--- src/rtl/hex_uart_rx_pkg.sv ---
// Shared constants for the serial hex console: bit period, ASCII codes,
// receiver state encoding and the hex-digit classifier.
package hex_uart_rx_pkg;

   localparam int SERIAL_WCNT = 16;

   localparam logic [7:0] ASC_SP = 8'h20;
   localparam logic [7:0] ASC_CR = 8'h0D;
   localparam logic [7:0] ASC_LF = 8'h0A;
   localparam logic [7:0] ASC_0  = 8'h30;
   localparam logic [7:0] ASC_LA = 8'h61;
   localparam logic [7:0] ASC_UA = 8'h41;

   typedef enum logic [1:0] {
      RX_IDLE  = 2'd0,
      RX_START = 2'd1,
      RX_DATA  = 2'd2,
      RX_STOP  = 2'd3
   } rx_state_e;

   // Returns {is_hex, nibble}; nibble is zero for non-hex characters.
   function automatic logic [4:0] hex_nibble(input logic [7:0] c);
      logic [7:0] v;
      if (c >= ASC_0 && c <= (ASC_0 + 8'd9)) begin
         v = c - ASC_0;
         return {1'b1, v[3:0]};
      end else if (c >= ASC_LA && c <= (ASC_LA + 8'd5)) begin
         v = c - ASC_LA + 8'd10;
         return {1'b1, v[3:0]};
      end else if (c >= ASC_UA && c <= (ASC_UA + 8'd5)) begin
         v = c - ASC_UA + 8'd10;
         return {1'b1, v[3:0]};
      end else begin
         return 5'd0;
      end
   endfunction

   function automatic logic is_term(input logic [7:0] c);
      return (c == ASC_SP) || (c == ASC_CR) || (c == ASC_LF);
   endfunction

endpackage

--- src/rtl/uart_rx_byte.sv ---
// 8N1 byte receiver: input synchronizer, mid-bit sampling state machine,
// byte/framing-error strobes and BUSY.
module uart_rx_byte
   import hex_uart_rx_pkg::*;
#(
   parameter int WCNT = SERIAL_WCNT
) (
   input  logic       clk_i,
   input  logic       rst_x_i,
   input  logic       rxd_i,
   output logic [7:0] byte_o,
   output logic       byte_vld_o,
   output logic       frm_err_o,
   output logic       busy_o
);

   localparam int CW   = $clog2(WCNT);
   localparam int HALF = WCNT / 2;

   rx_state_e       state_q, state_d;
   logic            sync1_q, sync2_q, prev_q;
   logic [CW-1:0]   cnt_q, cnt_d;
   logic [2:0]      bit_q, bit_d;
   logic [7:0]      shr_q, shr_d;
   logic            vld_q, vld_d, err_q, err_d, busy_q;
   logic            fall_s;

   assign fall_s = prev_q & ~sync2_q;

   // Synchronizer idles high so reset never fakes a start edge.
   always_ff @(posedge clk_i or negedge rst_x_i) begin
      if (!rst_x_i) begin
         sync1_q <= 1'b1;
         sync2_q <= 1'b1;
         prev_q  <= 1'b1;
      end else begin
         sync1_q <= rxd_i;
         sync2_q <= sync1_q;
         prev_q  <= sync2_q;
      end
   end

   // Next-state logic: cnt counts cycles since the last sample point.
   always_comb begin
      state_d = state_q;
      cnt_d   = cnt_q + CW'(1);
      bit_d   = bit_q;
      shr_d   = shr_q;
      vld_d   = 1'b0;
      err_d   = 1'b0;
      case (state_q)
         RX_IDLE: begin
            cnt_d = '0;
            bit_d = 3'd0;
            if (fall_s) state_d = RX_START;
            else        state_d = RX_IDLE;
         end
         RX_START: begin
            if (cnt_q == CW'(HALF - 1)) begin
               cnt_d = '0;
               if (sync2_q) state_d = RX_IDLE;
               else         state_d = RX_DATA;
            end else begin
               state_d = RX_START;
            end
         end
         RX_DATA: begin
            if (cnt_q == CW'(WCNT - 1)) begin
               cnt_d = '0;
               shr_d = {sync2_q, shr_q[7:1]};
               if (bit_q == 3'd7) state_d = RX_STOP;
               else               bit_d   = bit_q + 3'd1;
            end else begin
               state_d = RX_DATA;
            end
         end
         RX_STOP: begin
            if (cnt_q == CW'(WCNT - 1)) begin
               cnt_d   = '0;
               vld_d   = sync2_q;
               err_d   = ~sync2_q;
               state_d = RX_IDLE;
            end else begin
               state_d = RX_STOP;
            end
         end
         default: begin
            cnt_d   = '0;
            state_d = RX_IDLE;
         end
      endcase
   end

   // State and output registers.
   always_ff @(posedge clk_i or negedge rst_x_i) begin
      if (!rst_x_i) begin
         state_q <= RX_IDLE;
         cnt_q   <= '0;
         bit_q   <= 3'd0;
         shr_q   <= 8'd0;
         vld_q   <= 1'b0;
         err_q   <= 1'b0;
         busy_q  <= 1'b0;
      end else begin
         state_q <= state_d;
         cnt_q   <= cnt_d;
         bit_q   <= bit_d;
         shr_q   <= shr_d;
         vld_q   <= vld_d;
         err_q   <= err_d;
         busy_q  <= (state_d != RX_IDLE);
      end
   end

   assign byte_o     = shr_q;
   assign byte_vld_o = vld_q;
   assign frm_err_o  = err_q;
   assign busy_o     = busy_q;

endmodule

--- src/rtl/hex_uart_rx.sv ---
// ASCII-hex token decoder on top of the byte receiver; emits the parsed
// word with a VALID strobe, or an ERR strobe for a malformed token.
module hex_uart_rx
   import hex_uart_rx_pkg::*;
#(
   parameter int DIGIT = 8,
   parameter int WCNT  = SERIAL_WCNT
) (
   input  logic             CLK,
   input  logic             RST_X,
   input  logic             RXD,
   output logic [DIGIT*4-1:0] DATA,
   output logic             VALID,
   output logic             ERR,
   output logic             BUSY
);

   localparam int DW = DIGIT * 4;
   localparam int NW = $clog2(DIGIT + 1);

   logic [7:0]    rx_byte_s;
   logic          rx_vld_s, rx_ferr_s;
   logic [4:0]    hex_s;
   logic [DW-1:0] acc_q, acc_d, data_q, data_d;
   logic [NW-1:0] cnt_q, cnt_d;
   logic          bad_q, bad_d, valid_q, valid_d, err_q, err_d;

   uart_rx_byte #(.WCNT(WCNT)) u_rx (
      .clk_i      (CLK),
      .rst_x_i    (RST_X),
      .rxd_i      (RXD),
      .byte_o     (rx_byte_s),
      .byte_vld_o (rx_vld_s),
      .frm_err_o  (rx_ferr_s),
      .busy_o     (BUSY)
   );

   assign hex_s = hex_nibble(rx_byte_s);

   // Token decode: digits shift in, terminators close the token.
   always_comb begin
      acc_d   = acc_q;
      cnt_d   = cnt_q;
      bad_d   = bad_q;
      data_d  = data_q;
      valid_d = 1'b0;
      err_d   = 1'b0;
      if (rx_ferr_s) begin
         bad_d = 1'b1;
      end else if (rx_vld_s) begin
         if (hex_s[4]) begin
            acc_d = {acc_q[DW-5:0], hex_s[3:0]};
            if (cnt_q != {NW{1'b1}}) cnt_d = cnt_q + NW'(1);
            else                     cnt_d = cnt_q;
         end else if (is_term(rx_byte_s)) begin
            if (cnt_q == '0 && !bad_q) begin
               valid_d = 1'b0;
            end else if (bad_q) begin
               err_d = 1'b1;
            end else begin
               data_d  = acc_q;
               valid_d = 1'b1;
            end
            acc_d = '0;
            cnt_d = '0;
            bad_d = 1'b0;
         end else begin
            bad_d = 1'b1;
         end
      end else begin
         bad_d = bad_q;
      end
   end

   // Decoder state and output registers.
   always_ff @(posedge CLK or negedge RST_X) begin
      if (!RST_X) begin
         acc_q   <= '0;
         cnt_q   <= '0;
         bad_q   <= 1'b0;
         data_q  <= '0;
         valid_q <= 1'b0;
         err_q   <= 1'b0;
      end else begin
         acc_q   <= acc_d;
         cnt_q   <= cnt_d;
         bad_q   <= bad_d;
         data_q  <= data_d;
         valid_q <= valid_d;
         err_q   <= err_d;
      end
   end

   assign DATA  = data_q;
   assign VALID = valid_q;
   assign ERR   = err_q;

endmodule
--- config.mk ---
export PLATFORM = sky130hd
export DESIGN_NAME = hex_uart_rx
export DESIGN_NICKNAME = d
export VERILOG_FILES = /design/src/rtl/hex_uart_rx_pkg.sv /design/src/rtl/uart_rx_byte.sv /design/src/rtl/hex_uart_rx.sv
export SDC_FILE = /design/constraint.sdc
export NUM_CORES = 1
export LEC_CHECK = 0
export CORE_UTILIZATION = 55
export CTS_CLUSTER_SIZE = 16
export DETAILED_ROUTE_END_ITERATION = 8
export GPL_TIMING_DRIVEN = 0
export PLACE_DENSITY = 0.8
export SLEW_MARGIN = 25
export SYNTH_ARGS = -nofsm -noshare
export SYNTH_HDL_FRONTEND = slang
export SYNTH_SLANG_ARGS = --single-unit
--- constraint.sdc ---
create_clock -name CLK -period 3.9 [get_ports CLK]
set_clock_uncertainty 0.05 [all_clocks]
set_input_delay 0.78 -clock CLK [delete_from_list [all_inputs] [get_ports CLK]]
set_output_delay 0.78 -clock CLK [all_outputs]
set_load 0.005 [all_outputs]
# Yosys cells after proc, flatten, opt, wreduce, memory -nomap -nowiden
# Index checks and enable logic that the tools add are counted.
dict set report classes {
  addsub 8
  n_lt_le_gt_ge 6
  n_eq_ne 14
  mux 41
  n_bitwise 6
  reduce_logical 20
}
# operator count
set ops {}
lappend ops {{$mux 32} 2}
lappend ops {{$mux 1} 21}
lappend ops {{$mux 4} 5}
lappend ops {{$eq 8x4->1 const B} 2}
lappend ops {{$ge 8x7->1 const B} 2}
lappend ops {{$le 8x7->1 const B} 2}
lappend ops {{$mux 5} 3}
lappend ops {{$pmux 4 s3} 1}
lappend ops {{$sub 4x1->4 const B} 3}
lappend ops {{$mux 2} 5}
lappend ops {{$add 4x1->4 const B} 2}
lappend ops {{$add 4x4->4 const B} 2}
lappend ops {{$eq 8x6->1 const B} 1}
lappend ops {{$ge 8x6->1 const B} 1}
lappend ops {{$le 8x6->1 const B} 1}
lappend ops {{$pmux 2 s4} 1}
lappend ops {{$reduce_bool 2->1} 4}
lappend ops {{$mux 3} 2}
lappend ops {{$ne 2x1->1 const B} 3}
lappend ops {{$pmux 3 s2} 1}
lappend ops {{$reduce_and 3->1} 2}
lappend ops {{$reduce_and 6->1} 1}
lappend ops {{$not 1->1} 5}
lappend ops {{$eq 2x2->1 const B} 2}
lappend ops {{16 further kinds} 21}
dict set report totals {
  register_bits 94
  in_bits 3
  out_inout_bits 35
  elab_cells 111
}

# Longest topological paths before layout
# Gate-level depths: netlist of the first run.
dict set report logic_depth {
  depth_word 8
  mapped_depth 8
  depth_no_buf 6
}

# Modules after synthesis
# Synthesis of the first run repeated with hierarchy kept, for this count alone.
dict set report unflattened {
  cells_unflattened 295
  area_unflattened_um2 4067.7
}
# module n_inst cells_per_inst area_per_inst_um2 seq_area_each_um2
set by_module_without_submodules {}
lappend by_module_without_submodules {hex_uart_rx 1 214 3074.2 1776.7}
lappend by_module_without_submodules {uart_rx_byte 1 81 993.5 579.3}

# Worst setup path after synthesis of the first run
# OpenSTA, ideal clock, no wires.
dict set report synth_path {
  path_type {reg-to-reg}
  startpoint {register u_rx.shr_q[0] (netlist: u_rx.byte_o[0])}
  endpoint {register data_q[0] (netlist: DATA[0])}
  setup_ps 125
  arrival_time_ps 2203
  required_time_ps 3725
  setup_slack_ps 1522
  stages_incl_launch_ff 9
  path_buffers 2
  synth_period_minus_slack_ps 2378
  cell_sequence {dfrtp_1 > inv_1 > ha_1 > nand2b_1 > a2111o_1 > or3_1 > buf_2 > buf_6 > mux2_4}
}
dict set report synth_between {
  elab_chain_len 7
  elab_cells_between_ends 19
  cone_classes {order compare: 6; eq/ne: 3; mux: 3; bitwise: 1; reduce/logical: 6}
}
# item line_no
set synth_rtl {}
lappend synth_rtl {{from (decl)} uart_rx_byte.sv:24} ;# logic [7:0] shr_q, shr_d;
lappend synth_rtl {{from (signal assigned)} uart_rx_byte.sv:108} ;# shr_q <= shr_d;
lappend synth_rtl {{$ge 8x7->1 / $le 8x7->1 (equally long branches)} hex_uart_rx_pkg.sv:30} ;# end else if (c >= ASC_UA && c <= (ASC_UA + 8'd5)) begin
lappend synth_rtl {{$logic_and 1x1->1} hex_uart_rx_pkg.sv:30}
lappend synth_rtl {{$mux 5} hex_uart_rx_pkg.sv:30}
lappend synth_rtl {{$mux 5} hex_uart_rx_pkg.sv:27} ;# end else if (c >= ASC_LA && c <= (ASC_LA + 8'd5)) begin
lappend synth_rtl {{$mux 5} hex_uart_rx_pkg.sv:24} ;# if (c >= ASC_0 && c <= (ASC_0 + 8'd9)) begin
lappend synth_rtl {{$not 1->1 (no line)} --}
lappend synth_rtl {{$reduce_and 6->1 (no line) *} --}
lappend synth_rtl {{to (signal assigned)} hex_uart_rx.sv:88} ;# data_q <= data_d;
lappend synth_rtl {{to (decl)} hex_uart_rx.sv:24} ;# logic [DW-1:0] acc_q, acc_d, data_q, data_d;
# Every way passes the cells marked *; elsewhere a longest branch is shown, timed or not.
# A chain may end at the register's enable or synchronous reset.

# Worst setup path in the final report of the first run
dict set report layout_path {
  startpoint {register u_rx.shr_q[0] (netlist: u_rx.byte_o[0])}
  endpoint {register data_q[2] (netlist: DATA[2])}
}
# Same word-level chain as after synthesis.

==> results of run 1 <==
==> path summary, 6_finish.rpt <==
check,end,slack (ns),cells after the start
setup / recovery,DATA[2]$_DFFE_PN0P_,1.27,8
hold / removal,DATA[13]$_DFFE_PN0P_,0.23,1
setup reg to reg,DATA[2]$_DFFE_PN0P_,1.27,8
hold reg to reg,u_rx.sync2_q$_DFF_PN1_,0.31,0
max in group asynchronous,u_rx.sync2_q$_DFF_PN1_,2.91,2
min in group CLK,u_rx.sync2_q$_DFF_PN1_,0.31,0
==> critical path: cells and delay by family (launching register included) <==
family,cells,cell delay [ns]
AO/OA/AOI/OAI,1,0.51
buffers and inverters,3,0.56
multiplexers,1,0.30
AND/OR/NAND/NOR,2,0.45
flip-flops,1,0.44
adder cells (fa/ha/maj),1,0.19
==> layout make-up <==
| class | instances | area [um^2] | share of cell area (%) |
|---|---|---|---|
| flip-flops and latches | 94 | 2360 | 46.8 |
| clock inverters | 5 | 56.3 | 1.12 |
| multi-input cells | 211 | 1700 | 33.9 |
| clock buffers | 11 | 151 | 3.01 |
| repair buffers | 38 | 399 | 7.93 |
| inverters | 38 | 143 | 2.83 |
| well taps | 99 | 124 | 2.46 |
| plain buffers | 18 | 98.8 | 1.96 |
==> kinds of logic after synthesis <==
logic type                 count (synthesis)  synth area share, %
AOI/OAI and AO/OA                         75                 13.4
DFF                                       94                 54.8
buffers and inverters                     56                 5.61
xor gates and xnor gates                   2                0.407
adders and majority gates                 10                 2.91
and+or+nand+nor                           83                 9.60
muxes                                     41                 13.3
==> power by group through the flow <==
stage	clock network, uW	registers, uW	logic [uW]
2_1_floorplan	0	1060	107
3_3_place_gp	0	1070	153
3_5_place_dp	0	1070	161
4_1_cts	674	1050	161
5_1_grt	708	1060	186
6_report	665	1050	160
==> per-layer routing <==
layer	track usage [%]	part of all wire (%)	vias up
met5	0	0	-
met4	8.60	2.6	0
met3	3.87	3.0	21
met2	36.6	49	74
met1	26.9	45	1485
li1	-	-	1396
==> through the flow <==
stage / cells / hold WS (ns) / util [%] / cell area, um^2
after global placement: 497 / 0.296 / 64.7 / 4800
after CTS: 514 / 0.242 / 67.9 / 5030
final: 514 / 0.227 / 67.9 / 5030
after floorplan: 361 / 0.295 / - / 4300
after detailed placement: 498 / 0.298 / 65.1 / 4820
after global routing: 514 / 0.247 / 67.9 / 5030
==> placed cells by master, fill, tap and decap left out, types with 2 or more instances in the layout <==
cell type	netlist	routed
sky130_fd_sc_hd__clkbuf_8	0	11
sky130_fd_sc_hd__xor2_1	2	2
sky130_fd_sc_hd__a22oi_1	5	5
sky130_fd_sc_hd__o22ai_1	3	3
sky130_fd_sc_hd__mux2_2	9	9
sky130_fd_sc_hd__ha_1	10	10
sky130_fd_sc_hd__nor2_1	12	12
sky130_fd_sc_hd__clkdlybuf4s50_1	0	36
sky130_fd_sc_hd__nand4b_1	2	2
sky130_fd_sc_hd__nor3b_1	2	2
sky130_fd_sc_hd__clkbuf_1	8	8
sky130_fd_sc_hd__dfrtp_1	91	91
sky130_fd_sc_hd__o2111ai_1	2	2
sky130_fd_sc_hd__o31ai_1	2	2
sky130_fd_sc_hd__nand2b_1	3	3
sky130_fd_sc_hd__and2_1	2	2
sky130_fd_sc_hd__nand3_1	3	3
sky130_fd_sc_hd__a21oi_1	7	7
sky130_fd_sc_hd__o221ai_1	28	28
sky130_fd_sc_hd__or3_1	3	3
sky130_fd_sc_hd__buf_2	7	7
sky130_fd_sc_hd__and3_1	4	4
sky130_fd_sc_hd__inv_1	38	38
sky130_fd_sc_hd__a221oi_1	2	2
sky130_fd_sc_hd__o21ai_0	9	9
sky130_fd_sc_hd__o211ai_1	3	3
sky130_fd_sc_hd__o21a_1	2	2
sky130_fd_sc_hd__mux2_4	30	30
sky130_fd_sc_hd__clkinv_2	0	2
sky130_fd_sc_hd__nor3_1	5	5
sky130_fd_sc_hd__dfstp_2	3	3
sky130_fd_sc_hd__buf_6	3	4
sky130_fd_sc_hd__mux2i_1	2	2
sky130_fd_sc_hd__nand2_1	38	38
==> registers in the layout (all words and copies together) (netlist names) <==
name             flops
u_rx.sync1_q         1
u_rx.byte_o          8
DATA                32
u_rx.prev_q          1
cnt_q                4
u_rx.cnt_q           4
u_rx.sync2_q         1
u_rx.frm_err_o       1
u_rx.state_q         2
acc_q               32
bad_q                1
VALID                1
u_rx.busy_o          1
ERR                  1
u_rx.bit_q           3
u_rx.byte_vld_o      1
==> metrics.json, run 1 <==
{
  "post-synth-top-count-cell": {"value": "sky130_fd_sc_hd__dfrtp_1"},
  "setup_viol_count_final": {"value": 0},
  "timing_worst_setup_path_type": {"value": "reg2reg"},
  "final.min_clock_period": {"value": 2.63, "unit": "ns"},
  "io_pins": {"value": 38},
  "floorplan.die.width": {"value": 90.4, "unit": "um"},
  "kind_of_start_point_of_the_critical_path": {"value": "flip-flop"},
  "finish.net_count": {"value": 423},
  "place.port_buffers": {"value": 37},
  "tritoncts": {"value": "done"},
  "worstSkewPairLatency": {"value": 0.36, "unit": "ns"},
  "maxSlewHeadroom": {"value": 52.8, "unit": "%"},
  "detail-route-antenna-nets": {"value": 0},
  "final.setup.worst_slack": {"value": 1.27, "unit": "ns"},
  "resize_count_post_cts": {"value": 0},
  "num-fill-cells": {"value": 541},
  "syn_inst": {"value": 361},
  "critPathRequiredTime": {"value": 4.10, "unit": "ns"},
  "ys_seq_elements": {"value": 94},
  "power": {"value": 1880, "unit": "uW"},
  "leakage": {"value": 0.00235, "unit": "uW"},
  "power.share.clock": {"value": 35.4, "unit": "%"},
  "num_vias": {"value": 2976},
  "finalMaxSlewViolations": {"value": 0},
  "ys_async_sr_fraction": {"value": 100, "unit": "%"},
  "post_cts_buffers": {"value": 0},
  "drtPass1Iterations": {"value": 4},
  "post_synth_top_area_share": {"value": 52.9, "unit": "%"},
  "post_synth.cell_area_avg": {"value": 11.9, "unit": "um^2"},
  "rsz_0062_raised_after_global_routing": {"value": "no"},
  "hpwlAfterDp": {"value": 5.71, "unit": "mm"},
  "critical_path_arrival": {"value": 2.83, "unit": "ns"},
  "crit-reg2reg-launch": {"value": "u_rx.byte_o[0]$_DFFE_PN0P_"},
  "grt_pass1_wl": {"value": 13.9, "unit": "mm"},
  "clock_tree_root_buffer_cell": {"value": "sky130_fd_sc_hd__clkbuf_8"},
  "status": {"value": "finished clean"},
  "seq_power_share": {"value": 56.1, "unit": "%"},
  "crit_path_top_delay_cell": {"value": "sky130_fd_sc_hd__a2111o_1"},
  "wl_per_cell": {"value": 15.8, "unit": "um"},
  "power.ir.vdd_worst": {"value": 0.293, "unit": "mV"},
  "synth_cell_types": {"value": 52},
  "pre_cts_ws": {"value": 1.30, "unit": "ns"},
  "antenna_found_initial": {"value": 0},
  "hp-class": {"value": "in2async"},
  "yosys-top-cells-count": {"value": "sky130_fd_sc_hd__dfrtp_1, sky130_fd_sc_hd__inv_1, sky130_fd_sc_hd__nand2_1"},
  "endpoint_kind": {"value": "flip-flop"},
  "initial_core_util": {"value": 58.1, "unit": "%"},
  "cts.sinks": {"value": 94},
  "synth_edf_count": {"value": 0},
  "synth_ff_type": {"value": "sky130_fd_sc_hd__dfrtp_1"},
  "power.net_switching": {"value": 465, "unit": "uW"},
  "grt_pass1_vias": {"value": 2969},
  "synth.yosys.seq_area_share": {"value": 54.8, "unit": "%"},
  "post_synth_main_area_contributors": {"value": "sky130_fd_sc_hd__dfrtp_1, sky130_fd_sc_hd__mux2_4, sky130_fd_sc_hd__o221ai_1"},
  "depth_of_the_cts_h_tree": {"value": 3},
  "power_density_normalized_to_cell_area": {"value": 373, "unit": "nW/um^2"},
  "period_share": {"value": 67.4, "unit": "%"},
  "finalSetupTns": {"value": 0, "unit": "ns"},
  "fraction_of_final_layout_cells_sized_beyond_drive_strength_1": {"value": 17.8, "unit": "%"},
  "gpl.final_weighted_congestion": {"value": 0.864},
  "insertedDiodeCount": {"value": 0},
  "number_of_buffers_created_by_cts": {"value": 9},
  "timing.critical_path.cells": {"value": "inv_1, ha_1, nand2b_1, a2111o_1, or3_1, buf_2, buf_6, mux2_4"},
  "grt_max_degree": {"value": 65},
  "synth_nets": {"value": 374},
  "combinational_power_share": {"value": 8.5, "unit": "%"},
  "fp.dieH": {"value": 90.4, "unit": "um"},
  "p_int": {"value": 1410, "unit": "uW"},
  "coreArea": {"value": 7410, "unit": "um^2"},
  "clock_path_buffers": {"value": 2},
  "finalHoldViolCount": {"value": 0},
  "post_synth_instance_area": {"value": 4300, "unit": "um^2"},
  "maxCapViolCount": {"value": 0},
  "grt_overflow": {"value": 0},
  "wl": {"value": 8.13, "unit": "mm"},
  "power.share.switching": {"value": 24.7, "unit": "%"},
  "yosys.area.top_type": {"value": "sky130_fd_sc_hd__dfrtp_1"},
  "tightestPinTransition": {"value": 0.704, "unit": "ns"},
  "grt.total_usage": {"value": 21.4, "unit": "%"},
  "areaGrowthSynthToFinish": {"value": 17.0, "unit": "%"},
  "rows": {"value": 31},
  "drt-vias-per-instance": {"value": 5.79},
  "drt_first_iter_violations": {"value": 206},
  "fmaxAchievable": {"value": 380, "unit": "MHz"},
  "drc_violations": {"value": 0},
  "fp.dieArea": {"value": 8180, "unit": "um^2"},
  "cts-hold-fix-buffers": {"value": 0},
  "yosysWarnings": {"value": 0},
  "crit_path_max_fanout": {"value": 10},
  "critPathLaunch": {"value": "u_rx.byte_o[0]$_DFFE_PN0P_"},
  "clk_transition_reported_paths": {"value": 0.09, "unit": "ns"},
  "critical_path.max_stage_delay": {"value": 0.51, "unit": "ns"}
}
Note: power is estimated with default switching activity, not from simulation.
==> inputs of run 2 (changes only) <==
--- a/config.mk
+++ b/config.mk
@@ -5,11 +5,11 @@
 export SDC_FILE = /design/constraint.sdc
 export NUM_CORES = 1
 export LEC_CHECK = 0
-export CORE_UTILIZATION = 55
+export CORE_UTILIZATION = 52
 export CTS_CLUSTER_SIZE = 16
 export DETAILED_ROUTE_END_ITERATION = 8
 export GPL_TIMING_DRIVEN = 0
-export PLACE_DENSITY = 0.8
+export PLACE_DENSITY = 0.79
 export SLEW_MARGIN = 25
 export SYNTH_ARGS = -nofsm -noshare
 export SYNTH_HDL_FRONTEND = slang
==> constraint.sdc (replaced) <==
create_clock -name CLK -period 2.4 [get_ports CLK]
set_clock_uncertainty 0.05 [all_clocks]
set_input_delay 0.48 -clock CLK [delete_from_list [all_inputs] [get_ports CLK]]
set_output_delay 0.48 -clock CLK [all_outputs]
set_load 0.005 [all_outputs]
==> run 2 against run 1 <==
Largest cell class unchanged. Register-to-register slack worse by 1.2 ns. Non-clock buffer count increased by 6. Hold slack improved by 0.081 ns. Clock power grew 65%.
==> metrics.json, run 2 (synthesis gave the netlist of run 1 again) <==
{
  "worstSkewPairLatency": {"value": 0.37, "unit": "ns", "change": "about the same"},
  "grt_overflow": {"value": 0, "change": "unchanged"},
  "grt_max_degree": {"value": 79, "change": "+22%"},
  "coreArea": {"value": 7850, "unit": "um^2", "change": "+5.9%"},
  "final.setup.worst_slack": {"value": 0.0755, "unit": "ns", "change": "-1.20 ns"},
  "maxCapViolCount": {"value": 0, "change": "unchanged"},
  "power_density_normalized_to_cell_area": {"value": 597, "unit": "nW/um^2", "change": "+60%"},
  "clk_transition_reported_paths": {"value": 0.09, "unit": "ns", "change": "about the same"},
  "critPathRequiredTime": {"value": 2.60, "unit": "ns", "change": "-1.50 ns"},
  "r2r_cells": {"value": 8, "change": "unchanged"},
  "critical_path_arrival": {"value": 2.52, "unit": "ns", "change": "-0.31 ns"},
  "hp-class": {"value": "reg2reg"},
  "timing.critical_path.cells": {"value": "inv_4, ha_1, nand2b_1, a2111o_1, or3_4, buf_8, buf_12, mux2_4"},
  "finalHoldWorstSlack": {"value": 0.308, "unit": "ns", "change": "+0.0808 ns"},
  "fraction_of_final_layout_cells_sized_beyond_drive_strength_1": {"value": 21.1, "unit": "%", "change": "+3.3 points"},
  "crit_path_top_delay_cell": {"value": "sky130_fd_sc_hd__dfrtp_2"},
  "status": {"value": "finished clean"},
  "endpoint_kind": {"value": "flip-flop"},
  "finalMaxSlewViolations": {"value": 0, "change": "unchanged"},
  "number_of_buffers_created_by_cts": {"value": 9, "change": "unchanged"},
  "wl": {"value": 8.19, "unit": "mm", "change": "+0.65%"},
  "clock_tree_root_buffer_cell": {"value": "sky130_fd_sc_hd__clkbuf_8"},
  "drt-vias-per-instance": {"value": 5.69, "change": "-1.8%"},
  "leakage": {"value": 0.00240, "unit": "uW", "change": "+2.3%"},
  "pre_cts_ws": {"value": -0.251, "unit": "ns", "change": "-1.55 ns"},
  "depth_of_the_cts_h_tree": {"value": 3, "change": "unchanged"},
  "cts.sinks": {"value": 94, "change": "unchanged"},
  "grt_pass1_wl": {"value": 14.1, "unit": "mm", "change": "+2.0%"},
  "floorplan.die.width": {"value": 93.0, "unit": "um", "change": "+2.8%"},
  "detail-route-antenna-nets": {"value": 0, "change": "unchanged"},
  "period_share": {"value": 96.9, "unit": "%", "change": "+29 points"},
  "kind_of_start_point_of_the_critical_path": {"value": "flip-flop"},
  "maxSlewHeadroom": {"value": 56.7, "unit": "%", "change": "+3.9 points"},
  "grt.total_usage": {"value": 20.8, "unit": "%", "change": "-0.59 points"},
  "drtPass1Iterations": {"value": 4, "change": "unchanged"},
  "final_common_cell": {"value": "sky130_fd_sc_hd__dfrtp_1"},
  "place.port_buffers": {"value": 37, "change": "unchanged"},
  "io_pins": {"value": 38, "change": "unchanged"},
  "fp.dieH": {"value": 93.0, "unit": "um", "change": "+2.8%"},
  "critical_path.max_stage_delay": {"value": 0.45, "unit": "ns", "change": "-0.06 ns"},
  "finish.net_count": {"value": 429, "change": "+1.4%"},
  "tightestPinTransition": {"value": 0.647, "unit": "ns", "change": "-0.0572 ns"},
  "wl_per_cell": {"value": 15.7, "unit": "um", "change": "-1.1%"},
  "drt_first_iter_violations": {"value": 174, "change": "-16%"},
  "timing_worst_setup_path_type": {"value": "reg2reg"},
  "initial_core_util": {"value": 54.8, "unit": "%", "change": "-3.2 points"},
  "gpl.final_weighted_congestion": {"value": 0.866, "change": "+0.27%"},
  "finalHoldViolCount": {"value": 0, "change": "unchanged"},
  "crit_path_max_fanout": {"value": 10, "change": "unchanged"},
  "drc_violations": {"value": 0, "change": "unchanged"},
  "power.ir.vdd_worst": {"value": 0.581, "unit": "mV", "change": "+98%"},
  "num_vias": {"value": 2974, "change": "-0.067%"},
  "setup_viol_count_final": {"value": 0, "change": "unchanged"},
  "hpwlAfterDp": {"value": 5.69, "unit": "mm", "change": "-0.42%"},
  "finish.cell_count_without_fillers": {"value": 523, "change": "+1.8%"},
  "tritoncts": {"value": "done"},
  "final.min_clock_period": {"value": 2.32, "unit": "ns", "change": "-0.304 ns"},
  "insertedDiodeCount": {"value": 0, "change": "unchanged"},
  "clock_path_buffers": {"value": 2, "change": "unchanged"},
  "hold_path_depth": {"value": 0},
  "antenna_found_initial": {"value": 0, "change": "unchanged"},
  "areaGrowthSynthToFinish": {"value": 20.1, "unit": "%"},
  "fmaxAchievable": {"value": 430, "unit": "MHz", "change": "+13%"},
  "fp.dieArea": {"value": 8640, "unit": "um^2", "change": "+5.6%"},
  "numPlacedInstances": {"value": 501, "change": "+0.60%"},
  "mostFrequentLayoutCells": {"value": "sky130_fd_sc_hd__dfrtp_1, sky130_fd_sc_hd__nand2_1, sky130_fd_sc_hd__inv_1, sky130_fd_sc_hd__clkdlybuf4s50_1, sky130_fd_sc_hd__mux2_4"},
  "grt_pass1_vias": {"value": 2978, "change": "+0.30%"},
  "rows": {"value": 32, "change": "+3.2%"}
}
==> run 2: critical path, delay by kind of cell (launching register included) <==
kind	cells	cell delay (ns)
AOI/OAI and AO/OA	1	0.45
adders and majority gates	1	0.16
buffers and inverters	3	0.39
DFF	1	0.45
muxes	1	0.30
and+or+nand+nor	2	0.41
==> run 2: power breakdown <==
| group | switching (uW) | total, uW | internal [uW] | leakage (uW) |
|---|---|---|---|---|
| clock network | 573 | 1100 | 527 | 0.000108 |
| logic | 163 | 273 | 109 | 0.00101 |
| registers | 58.7 | 1710 | 1650 | 0.00128 |
| total | 795 | 3080 | 2290 | 0.00240 |
==> run 2: what timing repair did <==
| item | in CTS | in global routing |
|---|---|---|
| gates resized for setup | 6 | 20 |
| setup buffers | 1 | 5 |
| hold endpoints to repair | 16 | 0 |
| hold buffers | 1 | 0 |
| pin swaps | 1 | 2 |
| endpoints found under the setup margin | 52 | 52 |
==> run 2: path summary, 6_finish.rpt <==
check	slack (ns)	to	from
worst min-delay path	0.31	u_rx.sync2_q$_DFF_PN1_	u_rx.sync1_q$_DFF_PN1_
worst max register to register	0.08	DATA[2]$_DFFE_PN0P_	u_rx.byte_o[0]$_DFFE_PN0P_
worst min register to register	0.31	u_rx.sync2_q$_DFF_PN1_	u_rx.sync1_q$_DFF_PN1_
min in group asynchronous	0.46	DATA[11]$_DFFE_PN0P_	RST_X
max in group asynchronous	1.17	u_rx.sync1_q$_DFF_PN1_	RST_X
worst max-delay path	0.08	DATA[2]$_DFFE_PN0P_	u_rx.byte_o[0]$_DFFE_PN0P_
==> run 2: cell type report <==
type,count,area (um^2)
buffer,17,129
clock buffer,10,138
clock inverter,6,73.8
fill,603,2680
inverter,38,145
multi-input combinational,211,1740
sequential,94,2360
tap,102,128
timing repair buffer,45,454
==> run 2: stage by stage <==
step                setup TNS [ns]  total power (uW)  area (um^2)  utilization [%]
finish                           0              3080         5160             65.8
global placement           -235.02              1990         4800             61.2
detailed placement           -7.40              2010         4830             61.5
CTS                       -0.00452              3110         5070             64.6
floorplan                        0              1900         4300                -
global route              -0.00100              3230         5160             65.8
==> run 2: per-layer routing <==
layer	part of all wire, %	vias up	track usage (%)
li1	-	1403	-
met1	44	1493	26.9
met2	51	67	35.4
met3	3.1	11	2.79
met4	1.7	0	8.21
met5	0	-	0
==> inputs of run 3 (changes only) <==
--- a/config.mk
+++ b/config.mk
@@ -5,11 +5,12 @@
 export SDC_FILE = /design/constraint.sdc
 export NUM_CORES = 1
 export LEC_CHECK = 0
-export CORE_UTILIZATION = 52
+export ABC_AREA = 1
+export CORE_UTILIZATION = 51
 export CTS_CLUSTER_SIZE = 16
 export DETAILED_ROUTE_END_ITERATION = 8
 export GPL_TIMING_DRIVEN = 0
-export PLACE_DENSITY = 0.79
+export PLACE_DENSITY = 0.78
 export SLEW_MARGIN = 25
 export SYNTH_ARGS = -nofsm -noshare
 export SYNTH_HDL_FRONTEND = slang
==> run 3 against run 2 <==
Utilization shrank 2.7 points. Power grew 7.1%. Worst setup slack better by 0.36 ns. Clock-buffer cell count is 1 lower. Cell count increased by 16%. First-iteration DRC count is 2.9% lower. Highest routed layer unchanged. Hold slack improved by 0.0080 ns.
==> metrics.json, run 3 <==
{
  "status": {"value": "finished clean"},
  "crit-reg2reg-launch": {"value": "u_rx.byte_o[1]$_DFFE_PN0P_"},
  "drt_first_iter_violations": {"value": 169, "change": "-2.9%"},
  "post_synth_top_area_share": {"value": 55.2, "unit": "%", "change": "+2.3 points"},
  "hp-class": {"value": "reg2reg"},
  "post_synth_main_area_contributors": {"value": "sky130_fd_sc_hd__dfrtp_1, sky130_fd_sc_hd__nand2_1, sky130_fd_sc_hd__nand3_1"},
  "fraction_of_final_layout_cells_sized_beyond_drive_strength_1": {"value": 11.3, "unit": "%", "change": "-9.9 points"},
  "worstSkewPairLatency": {"value": 0.36, "unit": "ns", "change": "about the same"},
  "resize_count_post_cts": {"value": 0, "change": "-6"},
  "hpwlAfterDp": {"value": 5.54, "unit": "mm", "change": "-2.6%"},
  "worst-path-stages": {"value": 10, "change": "+2"},
  "crit_path_top_delay_cell": {"value": "sky130_fd_sc_hd__dfrtp_1"},
  "leakage": {"value": 0.00258, "unit": "uW", "change": "+7.7%"},
  "depth_of_the_cts_h_tree": {"value": 3, "change": "unchanged"},
  "timing.critical_path.cells": {"value": "inv_1, ha_1, nand3b_1, nand3_4, nand3b_4, nor2_8, nand2_4, buf_6, nand2_1, nand2_1"},
  "endpoint": {"value": "DATA[12]$_DFFE_PN0P_"},
  "grt_overflow": {"value": 0, "change": "unchanged"},
  "finalHoldViolCount": {"value": 0, "change": "unchanged"},
  "timing_worst_setup_path_type": {"value": "reg2reg"},
  "combinational_power_share": {"value": 9.8, "unit": "%", "change": "+1.0 points"},
  "grt_pass1_wl": {"value": 13.7, "unit": "mm", "change": "-3.4%"},
  "finalHoldWorstSlack": {"value": 0.316, "unit": "ns", "change": "+0.00805 ns"},
  "r2r_cells": {"value": 10, "change": "+2"},
  "kind_of_start_point_of_the_critical_path": {"value": "flip-flop"},
  "tritoncts": {"value": "done"},
  "areaGrowthSynthToFinish": {"value": 18.9, "unit": "%"},
  "tightestPinTransition": {"value": 0.438, "unit": "ns", "change": "-0.209 ns"},
  "cpMostUsedCell": {"value": "sky130_fd_sc_hd__nand2_1"},
  "layout.cell_area.non_filler": {"value": 4900, "unit": "um^2", "change": "-5.0%"},
  "yosysWarnings": {"value": 0, "change": "unchanged"},
  "ys_async_sr_fraction": {"value": 100, "unit": "%", "change": "unchanged"},
  "crit_path_max_fanout": {"value": 10, "change": "unchanged"},
  "mostFrequentLayoutCells": {"value": "sky130_fd_sc_hd__nand2_1, sky130_fd_sc_hd__dfrtp_1, sky130_fd_sc_hd__nand3_1, sky130_fd_sc_hd__clkdlybuf4s50_1, sky130_fd_sc_hd__inv_1"},
  "fp.dieH": {"value": 91.9, "unit": "um", "change": "-1.1%"},
  "final.min_clock_period": {"value": 1.96, "unit": "ns", "change": "-0.363 ns"},
  "rows": {"value": 32, "change": "unchanged"},
  "power.share.clock": {"value": 37.8, "unit": "%", "change": "+2.1 points"},
  "grt_max_degree": {"value": 64, "change": "-19%"},
  "cts.sinks": {"value": 94, "change": "unchanged"},
  "fmaxAchievable": {"value": 510, "unit": "MHz", "change": "+19%"},
  "period_share": {"value": 81.7, "unit": "%", "change": "-15 points"},
  "power": {"value": 3300, "unit": "uW", "change": "+7.1%"},
  "fp.dieArea": {"value": 8450, "unit": "um^2", "change": "-2.2%"},
  "power.net_switching": {"value": 824, "unit": "uW", "change": "+3.7%"},
  "finalSetupTns": {"value": 0, "unit": "ns", "change": "unchanged"},
  "finalMaxSlewViolations": {"value": 0, "change": "unchanged"},
  "final_common_cell": {"value": "sky130_fd_sc_hd__nand2_1"},
  "antenna_found_initial": {"value": 0, "change": "unchanged"},
  "post_synth_instance_area": {"value": 4120, "unit": "um^2", "change": "-4.1%"},
  "setup_viol_count_final": {"value": 0, "change": "unchanged"},
  "r2r-end": {"value": "DATA[12]$_DFFE_PN0P_"},
  "seq_area": {"value": 2360, "unit": "um^2", "change": "-0.11%"},
  "clock_path_buffers": {"value": 2, "change": "unchanged"},
  "finish.net_count": {"value": 514, "change": "+20%"},
  "postLayoutCoreUtil": {"value": 63.1, "unit": "%", "change": "-2.7 points"},
  "p_int": {"value": 2480, "unit": "uW", "change": "+8.3%"},
  "detail-route-antenna-nets": {"value": 0, "change": "unchanged"},
  "gpl.final_weighted_congestion": {"value": 0.792, "change": "-8.6%"},
  "post_synth.cell_area_avg": {"value": 9.14, "unit": "um^2", "change": "-23%"},
  "synth_cell_types": {"value": 34, "change": "-35%"},
  "critical_path_arrival": {"value": 2.16, "unit": "ns", "change": "-0.36 ns"},
  "multiInputGateArea": {"value": 1540, "unit": "um^2", "change": "-11%"},
  "power_density_normalized_to_cell_area": {"value": 674, "unit": "nW/um^2", "change": "+13%"},
  "clk_transition_reported_paths": {"value": 0.09, "unit": "ns", "change": "about the same"},
  "endpoint_kind": {"value": "flip-flop"},
  "synth_ff_type": {"value": "sky130_fd_sc_hd__dfrtp_1"},
  "setup.reg_to_reg.worst_slack": {"value": 0.44, "unit": "ns", "change": "+0.36 ns"},
  "grt_pass1_vias": {"value": 3051, "change": "+2.5%"},
  "clock_tree_root_buffer_cell": {"value": "sky130_fd_sc_hd__clkbuf_8"},
  "synth_nets": {"value": 464, "change": "+24%"},
  "critical_path.max_stage_delay": {"value": 0.43, "unit": "ns", "change": "-0.02 ns"},
  "floorplan.die.width": {"value": 91.9, "unit": "um", "change": "-1.1%"},
  "num-fill-cells": {"value": 650, "change": "+7.8%"},
  "post_cts_buffers": {"value": 0, "change": "-1"},
  "post-synth-top-count-cell": {"value": "sky130_fd_sc_hd__nand2_1"},
  "seq_power_share": {"value": 52.3, "unit": "%", "change": "-3.2 points"},
  "place.port_buffers": {"value": 37, "change": "unchanged"},
  "synth.yosys.seq_area_share": {"value": 57.1, "unit": "%", "change": "+2.4 points"},
  "drt-vias-per-instance": {"value": 5.03, "change": "-11%"},
  "cts-hold-fix-buffers": {"value": 1, "change": "unchanged"},
  "critPathRequiredTime": {"value": 2.60, "unit": "ns", "change": "about the same"},
  "maxSlewHeadroom": {"value": 70.8, "unit": "%", "change": "+14 points"},
  "worstPathBufferInverterCount": {"value": 2, "change": "-1"},
  "dpl_cell_area": {"value": 4650, "unit": "um^2", "change": "-3.7%"},
  "power.ir.vdd_worst": {"value": 0.512, "unit": "mV", "change": "-12%"},
  "io_pins": {"value": 38, "change": "unchanged"},
  "syn_inst": {"value": 451, "change": "+25%"},
  "critPathLaunch": {"value": "u_rx.byte_o[1]$_DFFE_PN0P_"},
  "power.share.switching": {"value": 25.0, "unit": "%", "change": "-0.83 points"},
  "grt.total_usage": {"value": 20.5, "unit": "%", "change": "-0.35 points"},
  "num_vias": {"value": 3060, "change": "+2.9%"},
  "wl": {"value": 7.75, "unit": "mm", "change": "-5.4%"},
  "yosys-top-cells-count": {"value": "sky130_fd_sc_hd__nand2_1, sky130_fd_sc_hd__dfrtp_1, sky130_fd_sc_hd__nand3_1"},
  "wl_per_cell": {"value": 12.7, "unit": "um", "change": "-19%"},
  "drc_violations": {"value": 0, "change": "unchanged"},
  "yosys.area.top_type": {"value": "sky130_fd_sc_hd__dfrtp_1"},
  "maxCapViolCount": {"value": 0, "change": "unchanged"},
  "ys_seq_elements": {"value": 94, "change": "unchanged"},
  "number_of_buffers_created_by_cts": {"value": 9, "change": "unchanged"},
  "drtPass1Iterations": {"value": 4, "change": "unchanged"},
  "worst_path_dominant_cell_family": {"value": "simple AND/OR/NAND/NOR gates"},
  "initial_core_util": {"value": 53.1, "unit": "%", "change": "-1.7 points"},
  "rsz_0062_raised_after_global_routing": {"value": "no"},
  "synth_edf_count": {"value": 0, "change": "unchanged"},
  "coreArea": {"value": 7770, "unit": "um^2", "change": "-1.0%"},
  "insertedDiodeCount": {"value": 0, "change": "unchanged"}
}
## run 3: cell count changes after synthesis, sizes merged, moves of 4 or more
cell    previous run  this run
nand2             38       198
nand3              3        50
mux2              39         0
o221ai            28         0
inv               38        25
clkbuf             8         0
buf               10        17
a22oi              5         0
nand4              0         5
o21ai              9        14
o211ai             4         0
## run 3: power by group through the flow
| stage | Clock [uW] | Sequential [uW] | Combinational [uW] |
|---|---|---|---|
| after floorplan | 0 | 1740 | 233 |
| after global placement | 0 | 1750 | 302 |
| after detailed placement | 0 | 1760 | 328 |
| final | 1250 | 1730 | 325 |
| after global routing | 1340 | 1740 | 382 |
| after CTS | 1280 | 1730 | 331 |
## run 3: area by class of cell
cell class	count	share of cell area, %
Sequential cell	94	48.0
Multi-Input combinational cell	315	31.5
Timing Repair Buffer	39	8.34
Buffer	17	2.68
Tap cell	102	2.60
Clock buffer	9	2.53
Clock inverter	7	2.45
Inverter	25	1.91
## run 3: worst min-delay path by stage
stage | start | endpoint | slack [ns] | depth (start not counted)
3_3_place_gp | u_rx.sync1_q$_DFF_PN1_ | u_rx.sync2_q$_DFF_PN1_ | 0.30 | 0
3_5_place_dp | u_rx.sync1_q$_DFF_PN1_ | u_rx.sync2_q$_DFF_PN1_ | 0.30 | 0
5_1_grt | u_rx.sync1_q$_DFF_PN1_ | u_rx.sync2_q$_DFF_PN1_ | 0.32 | 0
4_1_cts | u_rx.sync1_q$_DFF_PN1_ | u_rx.sync2_q$_DFF_PN1_ | 0.32 | 0
2_1_floorplan | RST_X | DATA[0]$_DFFE_PN0P_ | 0.13 | 0
6_report | u_rx.sync1_q$_DFF_PN1_ | u_rx.sync2_q$_DFF_PN1_ | 0.32 | 0
## run 3: layer usage
| layer | GRT usage (%) | vias up | wire [um] |
|---|---|---|---|
| li1 | - | 1539 | - |
| met1 | 26.5 | 1474 | 3540 |
| met2 | 35.4 | 45 | 3990 |
| met3 | 3.73 | 2 | 194 |
| met4 | 5.47 | 0 | 24 |
| met5 | 0 | - | 0 |
## run 3: logic make-up after synthesis
family	synth area share (%)
AO/OA/AOI/OAI	3.55
AND/OR/NAND/NOR	30.2
flip-flops	57.1
buffers and inverters	5.46
adder cells (fa/ha/maj)	3.03
XOR/XNOR	0.637
## run 3: worst reg2reg max path, cell delays in order (launching register included)
cell,delay (ns)
sky130_fd_sc_hd__dfrtp_1,0.43
sky130_fd_sc_hd__inv_1,0.12
sky130_fd_sc_hd__ha_1,0.23
sky130_fd_sc_hd__nand3b_1,0.21
sky130_fd_sc_hd__nand3_4,0.19
sky130_fd_sc_hd__nand3b_4,0.12
sky130_fd_sc_hd__nor2_8,0.14
sky130_fd_sc_hd__nand2_4,0.09
sky130_fd_sc_hd__buf_6,0.15
sky130_fd_sc_hd__nand2_1,0.07
sky130_fd_sc_hd__nand2_1,0.05
## run 3: metrics by stage
stage,cells,setup slack [ns]
after floorplan,451,0.657
after global placement,590,-2.50
after detailed placement,591,0.458
after CTS,608,0.435
after global routing,608,0.257
final,608,0.439
